File: src/rtl/instruction_fetcher_pkg.sv
// ============================================================================
// instruction_fetcher_pkg : shared state encodings and sizing for the fetch stage
// Rev 1.0
// ============================================================================
`default_nettype none

package instruction_fetcher_pkg;

  typedef enum logic [1:0] {
    IF_IDLE  = 2'd0,
    IF_FETCH = 2'd1,
    IF_HOLD  = 2'd2
  } if_state_t;

  localparam int INST_BYTES = 4;
  localparam int ISS_CNT_W  = $clog2(INST_BYTES) + 1;
  localparam int RCV_CNT_W  = $clog2(INST_BYTES);

endpackage

`default_nettype wire

File: src/rtl/instruction_fetcher_inst_byte_assembler.sv
// ============================================================================
// inst_byte_assembler : packs returning bytes little-endian into one word
// Rev 1.0
// ============================================================================
`default_nettype none

module inst_byte_assembler
  import instruction_fetcher_pkg::*;
(
  input  logic                    clk,
  input  logic                    rst,
  input  logic [7:0]              i_byte,
  input  logic                    i_valid,
  input  logic                    i_clear,
  output logic [INST_BYTES*8-1:0] o_word,
  output logic                    o_done
);

  localparam logic [RCV_CNT_W-1:0] c_LAST = RCV_CNT_W'(INST_BYTES - 1);

  logic [RCV_CNT_W-1:0]    r_rcv_cnt;
  logic [INST_BYTES*8-1:0] r_word;

  // Clear beats an arriving byte so a byte in flight across a flush is dropped.
  always_ff @(posedge clk or negedge rst) begin
    if (!rst) begin
      r_rcv_cnt <= '0;
      r_word    <= '0;
    end else if (i_clear) begin
      r_rcv_cnt <= '0;
    end else if (i_valid) begin
      r_word[{r_rcv_cnt, 3'b000} +: 8] <= i_byte;
      r_rcv_cnt                        <= r_rcv_cnt + 1'b1;
    end
  end

  assign o_word = r_word;
  assign o_done = i_valid && !i_clear && (r_rcv_cnt == c_LAST);

endmodule

`default_nettype wire

File: src/rtl/instruction_fetcher.sv
// ============================================================================
// instruction_fetcher : fetches a 32-bit instruction as four byte reads and
// hands it to the decoder over valid/ready. Rev 1.0
// ============================================================================
`default_nettype none

module instruction_fetcher
  import instruction_fetcher_pkg::*;
#(
  parameter int ADDR_WIDTH = 17,
  parameter int INST_WIDTH = 32
) (
  input  logic                  clk,
  input  logic                  rst,
  input  logic                  rdy,
  input  logic                  flush,
  input  logic [ADDR_WIDTH-1:0] pc_in,
  output logic                  pc_advance,
  output logic                  mem_req,
  output logic [ADDR_WIDTH-1:0] mem_addr,
  input  logic                  mem_gnt,
  input  logic [7:0]            mem_din,
  output logic                  inst_valid,
  input  logic                  inst_ready,
  output logic [INST_WIDTH-1:0] inst_out,
  output logic [ADDR_WIDTH-1:0] inst_pc
);

  localparam logic [ISS_CNT_W-1:0] c_ISS_MAX = ISS_CNT_W'(INST_BYTES);

  if_state_t               r_state;
  logic [ADDR_WIDTH-1:0]   r_fetch_pc;
  logic [ISS_CNT_W-1:0]    r_iss_cnt;
  logic                    r_pend;
  logic                    r_inst_valid;
  logic [ADDR_WIDTH-1:0]   r_inst_pc;

  logic                    w_grant;
  logic                    w_clear;
  logic                    w_done;
  logic [INST_BYTES*8-1:0] w_word;

  assign mem_req    = rdy && (r_state == IF_FETCH) && (r_iss_cnt < c_ISS_MAX);
  assign mem_addr   = (r_state == IF_FETCH) ? r_fetch_pc + ADDR_WIDTH'(r_iss_cnt) : '0;
  assign pc_advance = rdy && !flush && (r_state == IF_HOLD) && r_inst_valid && inst_ready;
  assign w_grant    = mem_req && mem_gnt;
  assign w_clear    = rdy && flush;

  inst_byte_assembler u_asm (
    .clk     (clk),
    .rst     (rst),
    .i_byte  (mem_din),
    .i_valid (r_pend),
    .i_clear (w_clear),
    .o_word  (w_word),
    .o_done  (w_done)
  );

  // Byte capture and completion run even while rdy is low, so a read granted
  // before a stall still lands and cannot leave the FSM waiting forever.
  always_ff @(posedge clk or negedge rst) begin
    if (!rst) begin
      r_state      <= IF_IDLE;
      r_fetch_pc   <= '0;
      r_iss_cnt    <= '0;
      r_pend       <= 1'b0;
      r_inst_valid <= 1'b0;
      r_inst_pc    <= '0;
    end else if (w_clear) begin
      r_state      <= IF_IDLE;
      r_iss_cnt    <= '0;
      r_pend       <= 1'b0;
      r_inst_valid <= 1'b0;
    end else begin
      r_pend <= w_grant;
      if (w_done) begin
        r_inst_valid <= 1'b1;
        r_inst_pc    <= r_fetch_pc;
        r_state      <= IF_HOLD;
      end else if (rdy) begin
        case (r_state)
          IF_IDLE: begin
            r_fetch_pc <= pc_in;
            r_iss_cnt  <= '0;
            r_state    <= IF_FETCH;
          end
          IF_FETCH: begin
            if (w_grant) r_iss_cnt <= r_iss_cnt + 1'b1;
          end
          IF_HOLD: begin
            if (inst_ready) begin
              r_inst_valid <= 1'b0;
              r_state      <= IF_IDLE;
            end
          end
          default: r_state <= IF_IDLE;
        endcase
      end
    end
  end

  assign inst_valid = r_inst_valid;
  assign inst_pc    = r_inst_pc;
  assign inst_out   = w_word;

endmodule

`default_nettype wire

File: config.mk
export PLATFORM = sky130hd
export DESIGN_NAME = instruction_fetcher
export DESIGN_NICKNAME = d
export VERILOG_FILES = /design/src/rtl/instruction_fetcher_pkg.sv /design/src/rtl/instruction_fetcher_inst_byte_assembler.sv /design/src/rtl/instruction_fetcher.sv
export SDC_FILE = /design/constraint.sdc
export NUM_CORES = 1
export LEC_CHECK = 0
export BUFFER_PORTS_ARGS = -buffer_cell sky130_fd_sc_hd__clkbuf_2
export CORE_UTILIZATION = 48
export DETAILED_ROUTE_END_ITERATION = 7
export HOLD_SLACK_MARGIN = 0.15
export PLACE_DENSITY = 0.76
export REMOVE_ABC_BUFFERS = 1
export SETUP_SLACK_MARGIN = 0.02
export SYNTH_ARGS = -nofsm -noshare
export SYNTH_HDL_FRONTEND = slang
export SYNTH_HIERARCHICAL = 1
export SYNTH_SLANG_ARGS = --single-unit
export TNS_END_PERCENT = 100
File: constraint.sdc
create_clock -name clk -period 2.5 [get_ports clk]
set_clock_uncertainty 0.2 [all_clocks]
set_input_delay 0.5 -clock clk [delete_from_list [all_inputs] [get_ports clk]]
set_output_delay 0.5 -clock clk [all_outputs]
set_load 0.005 [all_outputs]
==> reports/summary.txt <==
total grt overflow = 0
Core Area = 7807 um2
Combinational Power Share = 29.6%
status = finished, violations left
Slew Limit Fails = 0
worst hold path type = input pin to flip-flop
switching part of the total = 31.60%
via count = 3,250
Pwr per Cell Area = 796.2 nW/um2
final instance area = 5152 um2
RSZ-0062 raised after global routing = yes
worst-path maximum fanout = 3
first-pass GRT wire length = 15.90 mm
Post-Syn Area = 3929 um2
DP Wirelength = 6.678 mm
Fin. Hold Viols = 0
clock transition at the registers of the reported paths = 0.09 ns
# IOs = 100
Initial Util = 50.32%
setup violators final = 15
Syn Inst Count = 356
Root Buffer = clkbuf_8
Placer Congestion = 0.8099
Final Core Density = 65.99%
CP Data Required Time = 1.80 ns
GRT Util Overall = 24.13%
die span in x = 92.47 um
fmax = 324.7 MHz
CP Data Arrival Time = 2.38 ns
Detailed Route WL = 9.997 mm
Area after DPL = 4649 um2
Flop pwr share = 42.3%
Worst VDD drop = 0.3569 mV
antenna viol nets, final = 0
min Tclk post-route = 3.080 ns
CTS tree = built
Int Pwr = 0.002806 W
pre-CTS setup slack = -0.3075 ns
clk sink count = 75
DRC = 0
Max Buffers Root-to-Sink = 2
sw power = 0.001296 W
FP Rows = 32
share of cells above drive strength 1 = 45.60%
Clock power frac = 28.2%
n_diodes = 0
Yosys reg bits = 75
Final period util = 123.2%
final worst slack = -0.5802 ns
Max Cap Viol = 0
sequential area share after synthesis = 47.77%
distinct cell type count after synthesis = 46
failing checks = setup timing
vias in the first global route = 3,243
max_slew headroom = 68.59%
area delta synth->final = 31.15%
Worst setup EP type = output port
yosys warns = 6
die area = 8551 um2
Buffers on Ports = 99
Final nets = 525
largest net degree at the start of global routing = 38
Avg Inst Size Synth = 11.04 um2
Die Y = 92.47 um
Num CTS Buffers = 9
cell leakage power = 2.498 nW
H-tree Lvls = 3
initial DRC count = 117
average wire per standard cell = 16.92 um
Setup CP Type = flip-flop to output port
Worst-Margin Slew = 0.4712 ns
initial antenna violation count = 0
vias per cell = 5.499
Pre-Repair DR Iteration Count = 4
Worst-Skew Late Latency = 0.35 ns
crit start category = flip-flop
[repair_timing]
action	CTS	global route
gates cloned	0	0
setup buffers	5	4
gates resized for setup	27	17
pin swaps	12	14
endpoints found under the hold margin	35	0
endpoints found under the setup margin	15	16
hold buffers	2	0
[routing by layer]
layer	track usage, %	vias up	share of wire, %
li1	-	1488	-
met1	29.93	1603	41
met2	40.43	143	49
met3	5.911	16	7.7
met4	9.505	0	1.7
met5	0	-	0
[power groups by stage]
stage                     Combinational [W]  Clock, W  Sequential [W]
final                               0.00121   0.00116         0.00173
after detailed placement            0.00112         0         0.00175
after floorplan                    0.000569         0         0.00173
after global placement              0.00108         0         0.00173
after global routing                0.00133   0.00123         0.00177
after CTS                           0.00119   0.00117         0.00172
[critical path: stages, from the launching register on]
cell and delay, ns:
dfrtp_1 0.38, ha_2 0.20, inv_2 0.04, fa_2 0.34
nor2b_1 0.14, buf_4 0.15, o21ai_0 0.12, or3_1 0.37
a21oi_2 0.17, clkbuf_2 0.13
[layout make-up]
cell class	count	area, um2
Sequential cell	75	1877
Tap cell	102	127.6
Inverter	40	150.1
Clock inverter	4	97.59
Timing Repair Buffer	139	838.3
Multi-Input combinational cell	219	1917
Fill cell	587	2655
Clock buffer	12	145.1
[synth_stat cells (all sizes together)]
cell type  instances  area, um2
dfrtp             75       1877
nand2             43      161.4
inv               40      150.1
o32ai             32      400.4
mux2              31      401.6
nor2              18      67.56
a21oi             13      68.82
buf               13      101.3
clkbuf             9      33.78
ha                 9      112.6
o21ai              9      45.04
nand3              5      25.02
xnor2              5      43.79
and2               4      25.02
and3b              4      35.03
nand2b             4      25.02
nor2b              4      25.02
xor2               4      35.03
and3               3      18.77
nor3               3      26.28
or3                3      18.77
a31o               2      17.52
mux2i              2      20.02
nand4              2      12.51
nor3b              2      15.01
o2111ai            2      17.52
o21bai             2      15.01
or3b               2      20.02
or4b               2      20.02
a2111oi            1      15.01
a211oi             1      7.510
a31oi              1      6.260
a41o               1      10.01
and4               1      8.760
fa                 1      20.02
nand3b             1      7.510
nand4bb            1      11.26
o21a               1      7.510
[worst paths after layout]
path                                    start  slack, ns  depth (start not counted)          endpoint
min reg2reg                        inst_pc[9]       0.32                          1        inst_pc[9]
max                              r_iss_cnt[0]      -0.58                          9      mem_addr[10]
max in group asynchronous                 rst       1.06                          3        inst_pc[1]
min in group asynchronous                 rst       0.46                          2  u_asm/o_word[19]
min                                  pc_in[5]       0.17                          2     r_fetch_pc[5]
max reg2reg                u_asm/r_rcv_cnt[0]       0.24                          6     r_fetch_pc[4]
[sequential cells by signal (all words and copies together), names as in the netlist]
signal,count
inst_pc,17
inst_valid,1
r_fetch_pc,17
r_iss_cnt,3
r_pend,1
r_state,2
u_asm/o_word,32
u_asm/r_rcv_cnt,2
[cells in the final DEF (no fill, tap or decap), types with 3 or more instances in the layout]
cell type,n
ha_1,6
nand3_1,4
inv_1,39
mux2_4,14
a21oi_1,6
a21oi_2,4
buf_6,6
o21ai_0,7
and2_1,4
dfrtp_1,75
buf_4,32
bufinv_16,3
mux2_2,17
xnor2_1,5
a21oi_4,3
o32ai_1,16
buf_2,10
nor2b_1,4
and3_1,3
clkbuf_8,10
nand2b_1,3
o32ai_2,16
clkbuf_2,88
nor2_1,18
nand2_1,42
xor2_1,4
and3b_1,4
[cells by family after synthesis]
family | share of synthesized area (%)
compound gates | 15.54
xor+xnor | 2.006
fa+ha+maj | 3.376
buf+inv | 7.261
flops | 47.77
mux | 10.73
simple gates | 13.31
[per-stage QoR]
stage	cells	TNS, ns	hold WS (ns)	total power [W]
floorplan	334	-6.588	0.004409	0.002303
global placement	564	-0.5432	0.2919	0.002810
detailed placement	564	-0.9460	0.2936	0.002864
CTS	587	-4.267	0.1655	0.004082
global route	591	-6.331	0.1652	0.004326
finish	591	-4.964	0.1728	0.004102
Note: power is estimated with default switching activity, not from simulation.
